<file path="src/rtl/spi_slave_word_rx_if.sv">
// Serial link and word-side signals of the SPI word receiver.
// The slave modport is the receiver's view; the master modport is the driver's view.
interface spi_slave_word_rx_if;
  logic        i_SPI_Clk;
  logic        i_SPI_MOSI;
  logic        o_SPI_MISO;
  logic [15:0] i_TX_Word;
  logic [15:0] o_RX_Word;
  logic        o_RX_DV;
  logic        o_Busy;
  logic        o_Frame_Err;

  modport slave (
    input  i_SPI_Clk, i_SPI_MOSI, i_TX_Word,
    output o_SPI_MISO, o_RX_Word, o_RX_DV, o_Busy, o_Frame_Err
  );

  modport master (
    output i_SPI_Clk, i_SPI_MOSI, i_TX_Word,
    input  o_SPI_MISO, o_RX_Word, o_RX_DV, o_Busy, o_Frame_Err
  );
endinterface

</file>
<file path="src/rtl/spi_slave_word_rx.sv">
// SPI mode-0 slave for 16-bit words sent as two MSB-first bytes, low byte first.
// SCK/MOSI are oversampled in the i_Clk domain; framing is by bit count with an idle-timeout abort.
module spi_slave_word_rx #(
  parameter int unsigned IDLE_TIMEOUT = 64,
  parameter int unsigned SYNC_STAGES  = 2
) (
  input  logic                 i_Clk,
  input  logic                 i_Rst,
  spi_slave_word_rx_if.slave   bus
);

  localparam int unsigned TO_W  = $clog2(IDLE_TIMEOUT + 1);
  localparam int unsigned CNT_W = 3;

  typedef enum logic [1:0] {
    IDLE    = 2'd0,
    RX_LOW  = 2'd1,
    RX_HIGH = 2'd2
  } state_e;

  state_e                 state_q, state_d;
  logic [CNT_W-1:0]       bit_cnt_q, bit_cnt_d;
  logic [TO_W-1:0]        to_cnt_q, to_cnt_d;
  logic [7:0]             rx_lo_q, rx_lo_d;
  logic [6:0]             rx_hi_q, rx_hi_d;
  logic [14:0]            tx_q, tx_d;
  logic                   miso_q, miso_d;
  logic [15:0]            rx_word_q, rx_word_d;
  logic                   rx_dv_q, rx_dv_d;
  logic                   frame_err_q, frame_err_d;
  logic                   busy_q, busy_d;
  logic [SYNC_STAGES-1:0] sck_sync_q, sck_sync_d;
  logic [SYNC_STAGES-1:0] mosi_sync_q, mosi_sync_d;
  logic                   sck_prev_q, sck_prev_d;

  logic sck_s, mosi_s, sck_rise, sck_fall;

  // Equal-depth synchronizers keep MOSI aligned with the SCK edge that samples it
  assign sck_sync_d  = {sck_sync_q[SYNC_STAGES-2:0], bus.i_SPI_Clk};
  assign mosi_sync_d = {mosi_sync_q[SYNC_STAGES-2:0], bus.i_SPI_MOSI};
  assign sck_s       = sck_sync_q[SYNC_STAGES-1];
  assign mosi_s      = mosi_sync_q[SYNC_STAGES-1];
  assign sck_prev_d  = sck_s;
  assign sck_rise    = sck_s & ~sck_prev_q;
  assign sck_fall    = ~sck_s & sck_prev_q;

  always_ff @(posedge i_Clk) begin
    if (i_Rst) begin
      state_q     <= IDLE;
      bit_cnt_q   <= '0;
      to_cnt_q    <= '0;
      rx_lo_q     <= '0;
      rx_hi_q     <= '0;
      tx_q        <= '0;
      miso_q      <= 1'b0;
      rx_word_q   <= '0;
      rx_dv_q     <= 1'b0;
      frame_err_q <= 1'b0;
      busy_q      <= 1'b0;
      sck_sync_q  <= '0;
      mosi_sync_q <= '0;
      sck_prev_q  <= 1'b0;
    end else begin
      state_q     <= state_d;
      bit_cnt_q   <= bit_cnt_d;
      to_cnt_q    <= to_cnt_d;
      rx_lo_q     <= rx_lo_d;
      rx_hi_q     <= rx_hi_d;
      tx_q        <= tx_d;
      miso_q      <= miso_d;
      rx_word_q   <= rx_word_d;
      rx_dv_q     <= rx_dv_d;
      frame_err_q <= frame_err_d;
      busy_q      <= busy_d;
      sck_sync_q  <= sck_sync_d;
      mosi_sync_q <= mosi_sync_d;
      sck_prev_q  <= sck_prev_d;
    end
  end

  // tx_q holds the response bits still to go out, low byte first, after the one already on MISO
  always_comb begin
    state_d     = state_q;
    bit_cnt_d   = bit_cnt_q;
    to_cnt_d    = to_cnt_q;
    rx_lo_d     = rx_lo_q;
    rx_hi_d     = rx_hi_q;
    tx_d        = tx_q;
    miso_d      = miso_q;
    rx_word_d   = rx_word_q;
    rx_dv_d     = 1'b0;
    frame_err_d = 1'b0;

    case (state_q)
      IDLE: begin
        tx_d      = {bus.i_TX_Word[6:0], bus.i_TX_Word[15:8]};
        miso_d    = bus.i_TX_Word[7];
        bit_cnt_d = '0;
        to_cnt_d  = '0;
        if (sck_rise) begin
          rx_lo_d   = {7'b0, mosi_s};
          bit_cnt_d = CNT_W'(1);
          state_d   = RX_LOW;
        end
      end

      RX_LOW, RX_HIGH: begin
        if (sck_rise) begin
          to_cnt_d  = '0;
          bit_cnt_d = bit_cnt_q + CNT_W'(1);
          if (state_q == RX_LOW) begin
            rx_lo_d = {rx_lo_q[6:0], mosi_s};
          end else begin
            rx_hi_d = {rx_hi_q[5:0], mosi_s};
          end
          if (bit_cnt_q == CNT_W'(7)) begin
            bit_cnt_d = '0;
            if (state_q == RX_LOW) begin
              state_d = RX_HIGH;
            end else begin
              state_d   = IDLE;
              rx_word_d = {rx_hi_q, mosi_s, rx_lo_q};
              rx_dv_d   = 1'b1;
            end
          end
        end else if (sck_fall) begin
          to_cnt_d = '0;
          miso_d   = tx_q[14];
          tx_d     = {tx_q[13:0], 1'b0};
        end else if (to_cnt_q == TO_W'(IDLE_TIMEOUT - 1)) begin
          // A rise in this same cycle takes the branch above, so the abort only fires on a true stall
          state_d     = IDLE;
          to_cnt_d    = '0;
          bit_cnt_d   = '0;
          frame_err_d = 1'b1;
        end else begin
          to_cnt_d = to_cnt_q + TO_W'(1);
        end
      end

      default: begin
        state_d = IDLE;
      end
    endcase

    busy_d = (state_d != IDLE);
  end

  assign bus.o_SPI_MISO  = miso_q;
  assign bus.o_RX_Word   = rx_word_q;
  assign bus.o_RX_DV     = rx_dv_q;
  assign bus.o_Busy      = busy_q;
  assign bus.o_Frame_Err = frame_err_q;

endmodule

</file>
<file path="src/flat_wrapper.sv">
// flat-port wrapper written by rule: the top's interface ports become plain ports
module spi_slave_word_rx_flat 
#(
  parameter int unsigned IDLE_TIMEOUT = 64,
  parameter int unsigned SYNC_STAGES  = 2
)
  (i_Clk, i_Rst, bus_i_SPI_Clk, bus_i_SPI_MOSI, bus_i_TX_Word, bus_o_SPI_MISO, bus_o_RX_Word, bus_o_RX_DV, bus_o_Busy, bus_o_Frame_Err);
  spi_slave_word_rx_if bus_i ();
  input  logic i_Clk;
  input  logic i_Rst;
  input wire logic [$bits(bus_i.i_SPI_Clk)-1:0] bus_i_SPI_Clk;
  input wire logic [$bits(bus_i.i_SPI_MOSI)-1:0] bus_i_SPI_MOSI;
  input wire logic [$bits(bus_i.i_TX_Word)-1:0] bus_i_TX_Word;
  output wire logic [$bits(bus_i.o_SPI_MISO)-1:0] bus_o_SPI_MISO;
  output wire logic [$bits(bus_i.o_RX_Word)-1:0] bus_o_RX_Word;
  output wire logic [$bits(bus_i.o_RX_DV)-1:0] bus_o_RX_DV;
  output wire logic [$bits(bus_i.o_Busy)-1:0] bus_o_Busy;
  output wire logic [$bits(bus_i.o_Frame_Err)-1:0] bus_o_Frame_Err;
  assign bus_i.i_SPI_Clk = bus_i_SPI_Clk;
  assign bus_i.i_SPI_MOSI = bus_i_SPI_MOSI;
  assign bus_i.i_TX_Word = bus_i_TX_Word;
  assign bus_o_SPI_MISO = bus_i.o_SPI_MISO;
  assign bus_o_RX_Word = bus_i.o_RX_Word;
  assign bus_o_RX_DV = bus_i.o_RX_DV;
  assign bus_o_Busy = bus_i.o_Busy;
  assign bus_o_Frame_Err = bus_i.o_Frame_Err;
  spi_slave_word_rx #(.IDLE_TIMEOUT(IDLE_TIMEOUT), .SYNC_STAGES(SYNC_STAGES)) u_core (.i_Clk(i_Clk), .i_Rst(i_Rst), .bus(bus_i));
endmodule
</file>
<file path="config.mk">
export PLATFORM = sky130hd
export DESIGN_NAME = spi_slave_word_rx_flat
export DESIGN_NICKNAME = d
export VERILOG_FILES = /design/src/rtl/spi_slave_word_rx_if.sv /design/src/rtl/spi_slave_word_rx.sv /design/src/flat_wrapper.sv
export SDC_FILE = /design/constraint.sdc
export NUM_CORES = 1
export LEC_CHECK = 0
export CAP_MARGIN = 20
export CORE_MARGIN = 5
export CORE_UTILIZATION = 48
export DETAILED_ROUTE_END_ITERATION = 16
export HOLD_SLACK_MARGIN = 0.02
export PLACE_DENSITY = 0.75
export SLEW_MARGIN = 25
export SYNTH_ARGS = -nofsm -noshare
export SYNTH_HDL_FRONTEND = slang
export SYNTH_SLANG_ARGS = --single-unit
</file>
<file path="constraint.sdc">
create_clock -name i_Clk -period 1.9 [get_ports i_Clk]
set_input_delay 0.38 -clock i_Clk [delete_from_list [all_inputs] [get_ports i_Clk]]
set_output_delay 0.38 -clock i_Clk [all_outputs]
set_load 0.01 [all_outputs]
</file>
==> metrics.md <==
| Metric | Value |
|---|---|
| Final setup violating endpoints | `0` |
| Inserted Clock Buffers | `9` |
| Worst Max-Slew Pin Slew | `0.402 ns` |
| Sort of element at the end of the critical path | `flip-flop` |
| Number of distinct library cells after synthesis | `35` |
| Critical path, cell by cell | `inv_1, ha_1, or3b_1, or4_1, a21oi_1` |
| Area share of the largest cell type after synthesis | `48.5%` |
| Rows | `27` |
| Share of final-layout standard cells stronger than drive strength 1 | `9.46%` |
| Mapped Area | `0.00277 mm²` |
| Core Box Area | `0.00554 mm²` |
| Pin count of the biggest net entering global routing | `32` |
| Syn_area_per_cell | `8.60 µm²` |
| Routability-driven placement congestion ratio | `0.845` |
| Overall track demand over capacity in global routing | `16.5%` |
| Hold-fix buffer count after cts | `0` |
| Count of vias placed by the detailed router | `2336` |
| Post-detail-place hpwl | `3.79 mm` |
| Inserted Diodes | `0` |
| Total Die Area | `0.00738 mm²` |
| Startpoint type of the worst setup path | `flip-flop` |
| Post_cts resized | `0` |
| Worst slack on hold paths | `0.415 ns` |
| Initial antenna violation count | `0` |
| Number of cells on the worst reg-to-reg path | `5` |
| X dimension of the die | `85.9 µm` |
| Async set-reset flop share out of synthesis | `0%` |
| Setup crit end | `u_core.to_cnt_q[4]$_SDFFE_PP0P_` |
| Library cell contributing the largest single delay on the critical path | `or4_1` |
| Post-synthesis sequential element count | `67` |
| Aggregate negative setup slack | `0 ns` |
| Number of top-level pins | `40` |
| Vias in the first global route | `2170` |
| Yosys warnings | `0` |
| Outcome | `finished clean` |
| Worst vdd ir | `522 µV` |
| Pleak | `1.29 nW` |
| Total clock sinks | `67` |
| Most used DFF post-synth | `dfxtp_1` |
| Unrepaired setup endpoints after global routing | `no` |
| Ratio of total power to cell area | `914 mW/mm²` |
| Maximum number of buffers from clock root to sink | `2` |
| Crit path time final | `1.81 ns` |
| Biggest cell delay along the critical path | `0.48 ns` |
| Count of pins over their slew limit | `0` |
| CTS clk-pin slew, worst paths | `0.07 ns` |
| Routed wirelength normalized by instance count | `12.7 µm` |
| Required time worst endpoint | `2.17 ns` |
| Total Nets Final | `395` |
| Die Y | `85.9 µm` |
| Number of buffers added for setup after CTS | `0` |
| Clock Tree Root | `clkbuf_8` |
| Cell accounting for the most synthesized area | `dfxtp_1` |
| DR vias/cell | `5.29` |
| Final clock period utilization by the worst path | `95.4%` |
| Cell with the most instances after synthesis | `dfxtp_1` |
| Headroom to the max-slew limit | `72.8%` |
| Launch instance of the worst register-to-register path | `u_core.state_q[0]$_SDFF_PP0_` |
| Achievable frequency | `552 MHz` |
| Type of the tightest min-delay check | `in -> reg` |
| Worst setup skew after layout | `0.00616 ns` |
| Syn Inst Count | `322` |
| Number of routed nets with antenna violations | `0` |
| Setup slack, reg-to-reg | `0.09 ns` |
| Share of synthesized area occupied by flip-flops and latches | `48.5%` |
| Data arrival time of the worst path | `2.08 ns` |
| Starting utilization of the core area | `50.0%` |
| H-tree depth reported by CTS | `3` |
| Capture point of the worst reg-to-reg path | `u_core.to_cnt_q[4]$_SDFFE_PP0P_` |
| First DRT Iteration DRCs | `127` |
| Area growth from synthesis to layout | `28.7%` |
| Source-to-sink clock delay at the later pin of the worst-skew pair | `0.34 ns` |
| Largest fanout on the critical path | `3` |
| Final Hold Viols | `0` |
| Ranking of synthesized cells by instance count | `dfxtp_1, nand2_1, a21oi_1, nor2_1, mux2i_1` |
| IO Port Bufs | `39` |
| Global-route wire length before repair | `9.85 mm` |
| Total wire length after detailed routing | `5.61 mm` |
| Count of flip-flops with a built-in enable after synthesis | `0` |
| Critical Path Start | `u_core.state_q[0]$_SDFF_PP0_` |
| Detailed Routing Iterations Pass 1 | `5` |
| Sum of overflow across all layers after global routing | `0` |
| Post-detailed-route DRC marker count | `0` |
| Syn Nets | `352` |
| TritonCTS clock tree | `yes` |
| Max-cap violation count | `0` |
| Synth area leaders | `dfxtp_1, a21oi_1, nand2_1` |
| Crit Path Category | `reg -> reg` |
## sequential cells by signal, summed over array words and instances (netlist names)
register	flops
u_core.bit_cnt_q	3
u_core.bus.o_Busy	1
u_core.bus.o_Frame_Err	1
u_core.bus.o_RX_DV	1
u_core.bus.o_RX_Word	16
u_core.bus.o_SPI_MISO	1
u_core.mosi_sync_q	2
u_core.rx_hi_q	7
u_core.rx_lo_q	8
u_core.sck_prev_q	1
u_core.sck_sync_q	2
u_core.state_q	2
u_core.to_cnt_q	7
u_core.tx_q	15
## critical path, delay by kind of cell, from the launching register on
family,cells,cell delay [ns]
and+or+nand+nor,2,0.87
DFF,1,0.33
adders and majority gates,1,0.30
AOI/OAI and AO/OA,1,0.15
buffers and inverters,1,0.09
## through the flow
stage / cell area, µm² / cells / utilization, % / total power, W / setup slack (ns)
2_1_floorplan: 2770 / 322 / - / 0.00161 / 0.0133
3_3_place_gp: 3280 / 426 / 59.2 / 0.00169 / 0.0977
3_5_place_dp: 3280 / 426 / 59.2 / 0.00169 / 0.0472
4_1_cts: 3550 / 442 / 64.2 / 0.00328 / 0.0264
5_1_grt: 3560 / 442 / 64.3 / 0.00339 / 0.00856
6_report: 3560 / 442 / 64.3 / 0.00325 / 0.0881
## power breakdown
| group | switching [W] | internal [W] |
|---|---|---|
| Combinational | 0.0000975 | 0.000102 |
| Sequential | 0.0000187 | 0.00144 |
| Clock | 0.000515 | 0.00108 |
| Total | 0.000632 | 0.00262 |
## cells in the final DEF, fill, tap and decap left out, drive strengths merged, types with 2 or more instances in the layout
cell type	netlist	routed
buf	6	15
nor3b	2	2
bufinv	0	4
ha	10	10
nand2	53	53
inv	7	7
o21ai	5	5
and4	2	2
nor3	2	2
clkbuf	15	12
or2	2	2
nand2b	4	4
nor4b	2	2
nor2b	5	5
a21oi	40	40
dfxtp	67	67
a22oi	7	7
clkdlybuf4s50	0	38
mux2i	17	17
a211oi	15	15
nor2	32	32
nand3	14	14
nand4	3	3
## final cells by class
cell class,count,area (µm²)
clock buffers,12,155
repair buffers,53,503
well taps,72,90.1
fillers,478,1980
inverters,7,26.3
clock inverters,4,120
flip-flops and latches,67,1340
multi-input cells,227,1330
## cell families (layout without fill, tap and decap cells)
logic type,after synthesis,count (layout),share of synthesized area [%]
compound gates,74,74,16.2
mux,17,17,6.15
flops,67,67,48.5
simple gates,126,126,20.7
fa+ha+maj,10,10,4.52
buf+inv,28,76,4.02
## layer usage
metal | global-route usage, % | share of wire (%) | vias to the layer above
li1 | - | - | 1200
met1 | 21.5 | 49 | 1082
met2 | 25.9 | 46 | 47
met3 | 4.03 | 3.9 | 7
met4 | 7.34 | 0.87 | 0
met5 | 0 | 0 | -
## how the worst min path moves through the flow
stage | from | to | slack, ns | depth (start not counted)
2_1_floorplan | u_core.mosi_sync_q[0]$_SDFF_PP0_ | u_core.mosi_sync_q[1]$_SDFF_PP0_ | 0.41 | 1
3_3_place_gp | u_core.sck_sync_q[0]$_SDFF_PP0_ | u_core.sck_sync_q[1]$_SDFF_PP0_ | 0.42 | 1
3_5_place_dp | u_core.sck_sync_q[0]$_SDFF_PP0_ | u_core.sck_sync_q[1]$_SDFF_PP0_ | 0.42 | 1
4_1_cts | i_Rst | u_core.to_cnt_q[3]$_SDFFE_PP0P_ | 0.40 | 2
5_1_grt | i_Rst | u_core.to_cnt_q[3]$_SDFFE_PP0P_ | 0.43 | 2
6_report | i_Rst | u_core.to_cnt_q[1]$_SDFFE_PP0P_ | 0.42 | 2
(Power assumes the default switching activity.)
